`config.mk`:
```
export PLATFORM = sky130hd
export DESIGN_NAME = alu_control_pipe_flat
export DESIGN_NICKNAME = d
export VERILOG_FILES = /design/src/rtl/alu_control_if.sv /design/src/rtl/alu_control_pipe.sv /design/src/flat_wrapper.sv
export SDC_FILE = /design/constraint.sdc
export NUM_CORES = 1
export LEC_CHECK = 0
export CORE_UTILIZATION = 51
export CTS_BUF_LIST = sky130_fd_sc_hd__clkbuf_16
export DETAILED_ROUTE_END_ITERATION = 6
export PLACE_DENSITY_LB_ADDON = 0.1
export SETUP_SLACK_MARGIN = 0.15
export SKIP_CTS_REPAIR_TIMING = 1
export SLEW_MARGIN = 20
export SYNTH_ARGS = -nofsm -noshare
export SYNTH_HDL_FRONTEND = slang
export SYNTH_SLANG_ARGS = --single-unit
```
`constraint.sdc`:
```
create_clock -name clk -period 1.84 [get_ports clk]
set_input_delay 0.368 -clock clk [delete_from_list [all_inputs] [get_ports clk]]
set_output_delay 0.368 -clock clk [all_outputs]
set_load 0.01 [all_outputs]
```
`src/rtl/alu_control_if.sv`:
```
// Handshake bundle between the ID/EX register, the ALU control pipe and the
// execute stage. The block itself uses the slave view.
interface alu_control_if #(
  parameter int SEL_W = 4
);
  logic             in_valid;
  logic             in_ready;
  logic [5:0]       funct;
  logic [1:0]       aluop;
  logic [SEL_W-1:0] select;
  logic             out_valid;
  logic             out_ready;
  logic             illegal;
  logic             mdu_start;
  logic [1:0]       mdu_op;
  logic             busy;

  modport slave (
    input  in_valid, funct, aluop, out_ready,
    output in_ready, select, out_valid, illegal, mdu_start, mdu_op, busy
  );

  modport master (
    output in_valid, funct, aluop, out_ready,
    input  in_ready, select, out_valid, illegal, mdu_start, mdu_op, busy
  );
endinterface

```
`src/rtl/alu_control_pipe.sv`:
```
// Registered ALU control decoder with valid/ready handshake on both sides.
// Multiply/divide ops launch the MDU and hold the result slot until the
// configured latency has elapsed, then hand off select=MDU downstream.
module alu_control_pipe #(
  parameter int SEL_W   = 4,
  parameter int MUL_LAT = 4,
  parameter int DIV_LAT = 32,
  parameter int CNT_W   = 6
) (
  input  logic           clk,
  input  logic           rst_n,
  alu_control_if.slave   bus
);

  localparam logic [3:0] ENC_AND  = 4'b0000;
  localparam logic [3:0] ENC_OR   = 4'b0001;
  localparam logic [3:0] ENC_ADD  = 4'b0010;
  localparam logic [3:0] ENC_XOR  = 4'b0011;
  localparam logic [3:0] ENC_NOR  = 4'b0100;
  localparam logic [3:0] ENC_SUB  = 4'b0110;
  localparam logic [3:0] ENC_SLT  = 4'b0111;
  localparam logic [3:0] ENC_SLTU = 4'b1000;
  localparam logic [3:0] ENC_SLL  = 4'b1001;
  localparam logic [3:0] ENC_SRL  = 4'b1010;
  localparam logic [3:0] ENC_SRA  = 4'b1011;
  localparam logic [3:0] ENC_MDU  = 4'b1100;
  localparam logic [3:0] ENC_X    = 4'b1111;

  // Counter preload is LAT-1; the mdu_start cycle itself does not count down,
  // which places out_valid LAT+1 cycles after the accept edge.
  localparam logic [CNT_W-1:0] MUL_LOAD = CNT_W'(MUL_LAT - 1);
  localparam logic [CNT_W-1:0] DIV_LOAD = CNT_W'(DIV_LAT - 1);

  typedef enum logic [1:0] {IDLE, OUT, MDU} state_t;

  typedef struct packed {
    logic [3:0] sel;
    logic       ill;
    logic       mdu;
  } dec_t;

  function automatic dec_t decode(input logic [1:0] op, input logic [5:0] f);
    dec_t d;
    d.sel = ENC_X;
    d.ill = 1'b1;
    d.mdu = 1'b0;
    case (op)
      2'b00: begin d.sel = ENC_ADD; d.ill = 1'b0; end
      2'b01: begin d.sel = ENC_SUB; d.ill = 1'b0; end
      2'b10: begin
        d.ill = 1'b0;
        case (f)
          6'b100000, 6'b100001: d.sel = ENC_ADD;
          6'b100010, 6'b100011: d.sel = ENC_SUB;
          6'b100100: d.sel = ENC_AND;
          6'b100101: d.sel = ENC_OR;
          6'b100110: d.sel = ENC_XOR;
          6'b100111: d.sel = ENC_NOR;
          6'b101010: d.sel = ENC_SLT;
          6'b101011: d.sel = ENC_SLTU;
          6'b000000: d.sel = ENC_SLL;
          6'b000010: d.sel = ENC_SRL;
          6'b000011: d.sel = ENC_SRA;
          6'b011000, 6'b011001, 6'b011010, 6'b011011: begin
            d.sel = ENC_MDU;
            d.mdu = 1'b1;
          end
          default: begin d.sel = ENC_X; d.ill = 1'b1; end
        endcase
      end
      default: begin d.sel = ENC_X; d.ill = 1'b1; end
    endcase
    return d;
  endfunction

  state_t           state, state_nx;
  logic [SEL_W-1:0] select_p1, select_nx;
  logic             illegal_p1, illegal_nx;
  logic             vld_p1, vld_nx;
  logic             start_p1, start_nx;
  logic [1:0]       mdu_op_p1, mdu_op_nx;
  logic [CNT_W-1:0] cnt_p1, cnt_nx;
  logic             accept, handoff;
  dec_t             dec;

  assign dec          = decode(bus.aluop, bus.funct);
  assign bus.in_ready = (state == IDLE) || ((state == OUT) && bus.out_ready);
  assign accept       = bus.in_valid && bus.in_ready;
  assign handoff      = vld_p1 && bus.out_ready;

  assign bus.select    = select_p1;
  assign bus.illegal   = illegal_p1;
  assign bus.out_valid = vld_p1;
  assign bus.mdu_start = start_p1;
  assign bus.mdu_op    = mdu_op_p1;
  assign bus.busy      = (state == MDU);

  // State and output registers; reset aborts any in-flight MDU op.
  always_ff @(posedge clk or negedge rst_n) begin
    if (!rst_n) begin
      state      <= IDLE;
      select_p1  <= '0;
      illegal_p1 <= 1'b0;
      vld_p1     <= 1'b0;
      start_p1   <= 1'b0;
      mdu_op_p1  <= 2'b00;
      cnt_p1     <= '0;
    end else begin
      state      <= state_nx;
      select_p1  <= select_nx;
      illegal_p1 <= illegal_nx;
      vld_p1     <= vld_nx;
      start_p1   <= start_nx;
      mdu_op_p1  <= mdu_op_nx;
      cnt_p1     <= cnt_nx;
    end
  end

  // Next-state logic: accept/handoff sequencing and MDU latency countdown.
  always_comb begin
    state_nx   = state;
    select_nx  = select_p1;
    illegal_nx = illegal_p1;
    vld_nx     = vld_p1;
    start_nx   = 1'b0;
    mdu_op_nx  = mdu_op_p1;
    cnt_nx     = cnt_p1;
    case (state)
      IDLE, OUT: begin
        if ((state == OUT) && handoff) begin
          vld_nx   = 1'b0;
          state_nx = IDLE;
        end
        if (accept) begin
          if (dec.mdu) begin
            state_nx  = MDU;
            vld_nx    = 1'b0;
            start_nx  = 1'b1;
            mdu_op_nx = bus.funct[1:0];
            cnt_nx    = bus.funct[1] ? DIV_LOAD : MUL_LOAD;
          end else begin
            state_nx   = OUT;
            vld_nx     = 1'b1;
            select_nx  = SEL_W'(dec.sel);
            illegal_nx = dec.ill;
          end
        end
      end
      MDU: begin
        if (!start_p1) begin
          if (cnt_p1 == '0) begin
            state_nx   = OUT;
            vld_nx     = 1'b1;
            select_nx  = SEL_W'(ENC_MDU);
            illegal_nx = 1'b0;
          end else begin
            cnt_nx = cnt_p1 - CNT_W'(1);
          end
        end
      end
      default: state_nx = IDLE;
    endcase
  end

endmodule
```
`src/flat_wrapper.sv`:
```
// flat-port wrapper written by rule: the top's interface ports become plain ports
module alu_control_pipe_flat 
#(
  parameter int SEL_W   = 4,
  parameter int MUL_LAT = 4,
  parameter int DIV_LAT = 32,
  parameter int CNT_W   = 6
)
  (clk, rst_n, bus_in_valid, bus_funct, bus_aluop, bus_out_ready, bus_in_ready, bus_select, bus_out_valid, bus_illegal, bus_mdu_start, bus_mdu_op, bus_busy);
  alu_control_if #(.SEL_W(SEL_W)) bus_i ();
  input  logic clk;
  input  logic rst_n;
  input wire logic [$bits(bus_i.in_valid)-1:0] bus_in_valid;
  input wire logic [$bits(bus_i.funct)-1:0] bus_funct;
  input wire logic [$bits(bus_i.aluop)-1:0] bus_aluop;
  input wire logic [$bits(bus_i.out_ready)-1:0] bus_out_ready;
  output wire logic [$bits(bus_i.in_ready)-1:0] bus_in_ready;
  output wire logic [$bits(bus_i.select)-1:0] bus_select;
  output wire logic [$bits(bus_i.out_valid)-1:0] bus_out_valid;
  output wire logic [$bits(bus_i.illegal)-1:0] bus_illegal;
  output wire logic [$bits(bus_i.mdu_start)-1:0] bus_mdu_start;
  output wire logic [$bits(bus_i.mdu_op)-1:0] bus_mdu_op;
  output wire logic [$bits(bus_i.busy)-1:0] bus_busy;
  assign bus_i.in_valid = bus_in_valid;
  assign bus_i.funct = bus_funct;
  assign bus_i.aluop = bus_aluop;
  assign bus_i.out_ready = bus_out_ready;
  assign bus_in_ready = bus_i.in_ready;
  assign bus_select = bus_i.select;
  assign bus_out_valid = bus_i.out_valid;
  assign bus_illegal = bus_i.illegal;
  assign bus_mdu_start = bus_i.mdu_start;
  assign bus_mdu_op = bus_i.mdu_op;
  assign bus_busy = bus_i.busy;
  alu_control_pipe #(.SEL_W(SEL_W), .MUL_LAT(MUL_LAT), .DIV_LAT(DIV_LAT), .CNT_W(CNT_W)) u_core (.clk(clk), .rst_n(rst_n), .bus(bus_i));
endmodule
```
# After elaboration in Yosys (flattened, before gate mapping)
# Index checks and enable logic that the tools add are counted.
# Widths: inputs -> output; s select.
# word_totals
ff_bits,17
elab_cells,91
# classes
add_sub_neg,1
n_eq_ne,27
muxes,36
n_reduce_logical,20
# op_table
operator,n
$eq 6x6->1 const B,10
$pmux 4 s12,1
$eq 6x5->1 const B,4
$mux 6,4
$reduce_or 17->1,1
$mux 4,4
$mux 1,15
$pmux 5 s3,1
$eq 6x2->1 const B,2
$logic_not 6->1,2
$pmux 6 s2,1
$mux 2,5
$reduce_and 5->1,2
$pmux 4 s2,1
$ne 2x1->1 const B,3
$ne 2x2->1 const B,3
$reduce_and 3->1,2
$reduce_or 2->1,3
$sub 6x1->6 const B,1
$mux 5,1
$eq 2x1->1 const B,2
$eq 2x2->1 const B,2
$logic_and 1x1->1,4
$logic_not 2->1,2
other kinds (7),8

# Depth between registers and ports, before layout
# Gate-level depths: netlist of run 1.
# logic_depth
word_depth,7
ltp_mapped,7
depth_no_buf,7

# Worst setup path before layout of run 1
# OpenSTA, ideal clock, no wires.
# synth_timing
path_kind,in2reg
from,input bus_funct[2]
to,register u_core.select_p1[0] (netlist: u_core.bus.select[0])
setup_time_ns,0.124
t_arrival_ns,1.454
setup_slack_ns,0.262
stages,5
path_buffers,1
cell_sequence,buf_6 -> and4bb_4 -> a2111oi_4 -> a21oi_2 -> a211o_1
# synth_via
elab_chain_cells,7
# synth_lines
element,line,rtl
from (decl),flat_wrapper.sv:14,input wire logic [$bits(bus_i.funct)-1:0] bus_funct;
$eq 6x5->1 or $eq 6x6->1 (tied branches),alu_control_pipe.sv:52,case (f)
$reduce_or 4->1 or $reduce_or 2->1 (tied branches),n/a,
$pmux 4 s12,alu_control_pipe.sv:52,
$pmux 5 s3,alu_control_pipe.sv:47,case (op)
$mux 4,alu_control_pipe.sv:135,if (dec.mdu) begin
$mux 4,alu_control_pipe.sv:134,if (accept) begin
$pmux 4 s2,alu_control_pipe.sv:128,case (state)
to (signal assigned),alu_control_pipe.sv:110,select_p1 <= select_nx;
to (decl),alu_control_pipe.sv:77,"logic [SEL_W-1:0] select_p1, select_nx;"
# Several ways; a longest one is shown, not always the timed one. The select of a mux whose other input is x is not followed.
# A chain may end at the register's enable or synchronous reset.

# Final worst setup path of run 1
# layout_timing
from,register u_core.cnt_p1[1]
to,register u_core.select_p1[3] (netlist: u_core.bus.select[3])
# layout_via
elab_chain_cells,3
# layout_lines
element,line,rtl
from (decl),alu_control_pipe.sv:82,"logic [CNT_W-1:0] cnt_p1, cnt_nx;"
from (signal assigned),alu_control_pipe.sv:115,cnt_p1 <= cnt_nx;
$logic_not 6->1,alu_control_pipe.sv:151,if (cnt_p1 == '0) begin
$ne 2x1->1 (no source line),n/a,
$reduce_and 5->1 (no source line),n/a,
# Every way passes these cells.

==> results.sh, run 1 <==
export IMPL_status="complete, no violations"
export IMPL_initial_core_util=0.564
export IMPL_drv_cap=0
export IMPL_hpwl_um=2210
export IMPL_ant_nets=0
export IMPL_yosysTopAreaCell="dfrtp_1"
export IMPL_dp_cells=204
export IMPL_p_per_area_mw_per_mm2=1360
export IMPL_yosysMostFrequentCell="nor2_1"
export IMPL_avgRoutedWirePerCell_um=16.5
export IMPL_fin_tns_setup_ns=0
export IMPL_crit_type="reg2reg"
export IMPL_synth_cell_types=48
export IMPL_seq_area_frac_synth=0.366
export IMPL_period_needed_ns=1.71
export IMPL_initialDrtViolationCount=47
export IMPL_core_mm2=0.00206
export IMPL_synth_seq_cells=17
export IMPL_ys_top_cells_by_count="nor2_1, dfrtp_1, nand2_1, o21ai_0"
export IMPL_maxSlewViolCount=0
export IMPL_max_freq_mhz=586
export IMPL_hp_class="in2async"
export IMPL_yosys_area_top_type_share=0.366
export IMPL_drc=0
export IMPL_dr_total_vias=1251
export IMPL_cts_tree="yes"
export IMPL_first_pass_iters=4
export IMPL_via_per_inst=5.96
export IMPL_p_leak_uw=0.000880
export IMPL_avgSynthCellArea_um2=8.56
export IMPL_p_total_uw=2420
export IMPL_grt_pass1_wl_um=5510
export IMPL_gp_congestion=0.846
export IMPL_critPathArrivalTime_ns=1.87
export IMPL_grt_pass1_vias=1226
export IMPL_synth_area_leaders="dfrtp_1, nor2_1, o21ai_0, nand2_1, a21oi_1"
export IMPL_clk_pin_slew_ns=0.05
export IMPL_fin_skew_ns=0.00532
export IMPL_clock_latency_ns=0.25
export IMPL_setup_violations=0
export IMPL_clockBufferDepth=2
export IMPL_h_tree_depth=1
export IMPL_die_x_um=49.8
export IMPL_overflow=0
export IMPL_stdcell_count=210
export IMPL_yosysWarningCount=0
export IMPL_crit_fanout=5
export IMPL_hold_viol_final=0
export IMPL_cts_buffers=3
export IMPL_worstSetupStartpointType="flop"
export IMPL_pin_count=23
export IMPL_worstMarginPinSlew_ns=0.389
export IMPL_fin_nets=197
export IMPL_wl_um=3470
export IMPL_die_h_um=49.8
export IMPL_drive_gt1_frac=0.301
export IMPL_area_delta_synth_final_pct=52.9
export IMPL_root_buffer="clkbuf_16"
export IMPL_clock_sinks=17
export IMPL_syn_inst=136
export IMPL_grt_start_max_net_pins=18
export IMPL_rows=16
export IMPL_period_share=0.927
export IMPL_async_reset_ff_frac=1.00
export IMPL_irDropWorstVdd_mv=1.44
export IMPL_grt_total_usage=0.293
export IMPL_syn_nets=149
export IMPL_antenna_found_initial=0
export IMPL_n_antenna_cell=0
export IMPL_die_area_mm2=0.00248
export IMPL_critPathRequiredTime_ns=2.00
export IMPL_synth_area_mm2=0.00116
export IMPL_io_buffers=22
export IMPL_synth_ff_type="dfrtp_1"
export IMPL_critPathCaptureType="flop"
export IMPL_rsz0062_at_grt="yes"
export IMPL_relSlewSlack=0.739
export IMPL_synth_edff_count=0
routing by layer:
metal  track usage  wire length, um  vias up
li1              -                -      588
met3        0.0556              192       16
met2         0.505             1730       58
met4        0.0952               97        0
met1         0.367             1450      589
met5             0                0        -
power by group:
group          switching [uW]  total, uW  internal [uW]
Combinational             678       1320            639
Clock                     143        434            291
Sequential                141        670            529
Total                     962       2420           1460
flip-flops by register name, summed over array words and instances, names as in the netlist:
signal and cells:
u_core.bus.select 4, u_core.cnt_p1 6, u_core.bus.mdu_op 2, u_core.bus.illegal 1
u_core.bus.out_valid 1, u_core.bus.mdu_start 1, u_core.state 2
cells in the final DEF (no fill, tap or decap), types with 3 or more instances in the layout:
cell type,count
o21ai_1,4
nor3_1,3
clkbuf_16,3
dlymetal6s2s_1,11
a22oi_1,3
clkdlybuf4s50_1,11
o21ai_0,10
dfrtp_1,16
nor2_1,17
inv_1,7
nand2_1,12
nand2b_1,4
a21oi_1,8
buf_4,24
through the flow:
stage               utilization  setup WS, ns  cell area (um2)  hold WS (ns)
floorplan                     -         0.262             1160        0.0724
global placement          0.758        -0.227             1560         0.461
detailed placement        0.758        -0.282             1560         0.460
CTS                       0.797        -0.281             1640         0.444
global route              0.863         0.125             1780         0.465
finish                    0.863         0.133             1780         0.436
worst paths after layout:
check,cells after the start,to,slack [ns],from
max,8,u_core.bus.select[3]$_DFFE_PN0P_,0.13,u_core.cnt_p1[1]$_DFFE_PN0P_
min,2,u_core.cnt_p1[2]$_DFFE_PN0P_,0.44,rst_n
max reg2reg,8,u_core.bus.select[3]$_DFFE_PN0P_,0.13,u_core.cnt_p1[1]$_DFFE_PN0P_
min reg2reg,2,u_core.bus.mdu_op[0]$_DFFE_PN0P_,0.48,u_core.bus.mdu_op[0]$_DFFE_PN0P_
max in group asynchronous,2,u_core.bus.mdu_start$_DFF_PN0_,1.21,rst_n
min in group clk,2,u_core.bus.mdu_op[0]$_DFFE_PN0P_,0.48,u_core.bus.mdu_op[0]$_DFFE_PN0P_
final cells by class:
class	instances	area, um2
clock buffer	3	75.1
clock inverter	1	5.00
fill	105	283
inverter	9	36.3
multi-input combinational	105	752
sequential	17	427
tap	27	33.8
timing repair buffer	48	450
cell families (layout without fill, tap and decap cells):
| group | count (synthesis) | in the layout | share of synthesized area |
|---|---|---|---|
| AOI/OAI and AO/OA | 41 | 41 | 0.245 |
| buffers and inverters | 14 | 61 | 0.0613 |
| adders and majority gates | 2 | 2 | 0.0194 |
| and+or+nand+nor | 60 | 60 | 0.292 |
| DFF | 17 | 17 | 0.366 |
| xor gates and xnor gates | 1 | 1 | 0.00753 |
| muxes | 1 | 1 | 0.00860 |
critical path: stages (launching register included):
cell and delay, ns:
dfrtp_1 0.38, inv_1 0.13, ha_4 0.17, nand2b_4 0.08
nor4_2 0.23, buf_4 0.19, a21oi_2 0.08, buf_4 0.17
a22oi_2 0.18
(Power assumes the default switching activity.)
==> run 2: changes to the inputs <==
--- a/config.mk
+++ b/config.mk
@@ -5,8 +5,10 @@
 export SDC_FILE = /design/constraint.sdc
 export NUM_CORES = 1
 export LEC_CHECK = 0
-export CORE_UTILIZATION = 51
+export ABC_AREA = 0
+export CORE_UTILIZATION = 50
 export CTS_BUF_LIST = sky130_fd_sc_hd__clkbuf_16
+export CTS_CLUSTER_SIZE = 24
 export DETAILED_ROUTE_END_ITERATION = 6
 export PLACE_DENSITY_LB_ADDON = 0.1
 export SETUP_SLACK_MARGIN = 0.15
==> run 2 against run 1 <==
Flip-flop and latch count did not move. Largest cell class unchanged. Critical path type unchanged. Maximum frequency down 1.9%. Critical path depth fell by 2. Design area increased by 0.42%. Wire length down 13%.
==> results.sh, run 2 (same netlist as run 1, synthesis figures left out) <==
export IMPL_cts_buffers=3
export IMPL_hpwl_um=2170
export IMPL_p_per_area_mw_per_mm2=1340
export IMPL_pin_count=23
export IMPL_drc=0
export IMPL_cpMaxStageDelayCell="a2111oi_4"
export IMPL_critPathCaptureType="flop"
export IMPL_root_buffer="clkbuf_16"
export IMPL_relSlewSlack=0.710
export IMPL_worstPathCellList="buf_6 -> and2b_2 -> a2111oi_4 -> nand2_1 -> nor3_2 -> a211o_1"
export IMPL_hold_worst_slack_ns=0.448
export IMPL_period_needed_ns=1.74
export IMPL_combPwrFrac=0.536
export IMPL_ant_nets=0
export IMPL_cp_endpoint="u_core.bus.select[0]$_DFFE_PN0P_"
export IMPL_critPathArrivalTime_ns=1.92
export IMPL_grt_start_max_net_pins=18
export IMPL_die_x_um=50.2
export IMPL_dr_total_vias=1203
export IMPL_period_share=0.946
export IMPL_fin_skew_ns=0.00515
export IMPL_avgRoutedWirePerCell_um=14.1
export IMPL_io_buffers=22
export IMPL_clock_latency_ns=0.25
export IMPL_drv_cap=0
export IMPL_wl_met1_um=1430
export IMPL_layout_commonest_cell="buf_4"
export IMPL_fin_tns_setup_ns=0
export IMPL_p_leak_uw=0.000881
export IMPL_die_h_um=50.2
export IMPL_worstReg2RegStart="u_core.state[0]$_DFFE_PN0P_"
export IMPL_max_freq_mhz=575
export IMPL_first_pass_iters=4
export IMPL_overflow=0
export IMPL_n_antenna_cell=0
export IMPL_area_delta_synth_final_pct=53.5
export IMPL_crit_fanout=4
export IMPL_internal_power_uw=1480
export IMPL_dr_wl_met2_um=1440
export IMPL_critPathMaxStageDelay_ns=0.43
export IMPL_irDropWorstVdd_mv=1.23
export IMPL_grt_total_usage=0.252
export IMPL_gp_congestion=0.884
export IMPL_maxSlewViolCount=0
export IMPL_status="complete, no violations"
export IMPL_met3_length_um=127
export IMPL_grt_pass1_vias=1123
export IMPL_hp_class="in2async"
export IMPL_netSwitchingFraction=0.382
export IMPL_die_area_mm2=0.00252
export IMPL_critPathRequiredTime_ns=2.02
export IMPL_rsz0062_at_grt="yes"
export IMPL_setup_violations=0
export IMPL_r2r_cells=6
export IMPL_r2r_slack_ns=0.1
export IMPL_largest_reg_flops=6
export IMPL_drive_gt1_frac=0.299
export IMPL_initial_core_util=0.526
export IMPL_clockBufferDepth=2
export IMPL_clk_pin_slew_ns=0.05
export IMPL_clock_sinks=17
export IMPL_crit_type="reg2reg"
export IMPL_via_per_inst=5.60
export IMPL_wl_um=3030
export IMPL_rows=17
export IMPL_worstMarginPinSlew_ns=0.432
export IMPL_p_clk_frac=0.178
export IMPL_core_mm2=0.00221
export IMPL_seqPwrFrac=0.286
export IMPL_initialDrtViolationCount=16
export IMPL_grt_pass1_wl_um=4800
export IMPL_h_tree_depth=1
export IMPL_final_cell_mix="buf_4, nor2_1, dfrtp_1, clkdlybuf4s50_1, nand2_1"
export IMPL_hold_viol_final=0
export IMPL_r2r_end="u_core.bus.select[0]$_DFFE_PN0P_"
export IMPL_fin_nets=201
export IMPL_antenna_found_initial=0
export IMPL_routed_top_layer="met4"
export IMPL_worstSetupStartpointType="flop"
export IMPL_switching_power_uw=911
export IMPL_cts_tree="yes"
export IMPL_worstSetupStartpoint="u_core.state[0]$_DFFE_PN0P_"
export IMPL_finalCoreUtilization=0.808
export IMPL_regMostFlops="u_core.cnt_p1"
run 2: power by group through the flow:
stage	Combinational (uW)	Clock [uW]	Sequential (uW)
CTS	1150	429	659
global placement	1110	0	658
floorplan	667	0	670
global route	1410	444	702
finish	1280	424	682
detailed placement	1130	0	667
run 2: layer usage:
layer / track usage / vias to the layer above
met2: 0.396 / 42
met5: 0 / -
met1: 0.337 / 562
li1: - / 594
met4: 0.100 / 0
met3: 0.0515 / 5
run 2: worst max-delay path: cells and delay by family (launching register included):
kind | cells | cell delay (ns)
buffers and inverters | 1 | 0.13
flip-flops | 1 | 0.41
AND/OR/NAND/NOR | 3 | 0.59
AO/OA/AOI/OAI | 2 | 0.54
run 2: worst min-delay path by stage:
stage                                                start                                to  slack [ns]  cells past startpoint
final                                                rst_n      u_core.cnt_p1[5]$_DFFE_PN0P_        0.45                      2
after global routing                                 rst_n    u_core.bus.mdu_start$_DFF_PN0_        0.47                      2
after CTS                                            rst_n    u_core.bus.mdu_start$_DFF_PN0_        0.45                      2
after detailed placement  u_core.bus.mdu_op[0]$_DFFE_PN0P_  u_core.bus.mdu_op[0]$_DFFE_PN0P_        0.46                      2
after global placement    u_core.bus.mdu_op[1]$_DFFE_PN0P_  u_core.bus.mdu_op[1]$_DFFE_PN0P_        0.46                      2
after floorplan                                      rst_n    u_core.bus.illegal$_DFFE_PN0P_        0.07                      0
run 2: metrics by stage:
stage | area, um2 | total power [uW] | setup WS (ns) | cells
after floorplan | 1160 | 1340 | 0.262 | 136
after global placement | 1590 | 1770 | -0.233 | 208
after detailed placement | 1590 | 1800 | -0.241 | 208
after CTS | 1670 | 2230 | -0.248 | 212
after global routing | 1790 | 2560 | 0.00139 | 215
final | 1790 | 2390 | 0.0999 | 215
run 2: final cells by class:
type                    instances  area (um2)
repair buffers                 52         472
multi-input cells             105         738
fillers                       148         425
clock buffers                   3        75.1
inverters                       9        36.3
clock inverters                 1        3.75
well taps                      28        35.0
flip-flops and latches         17         427
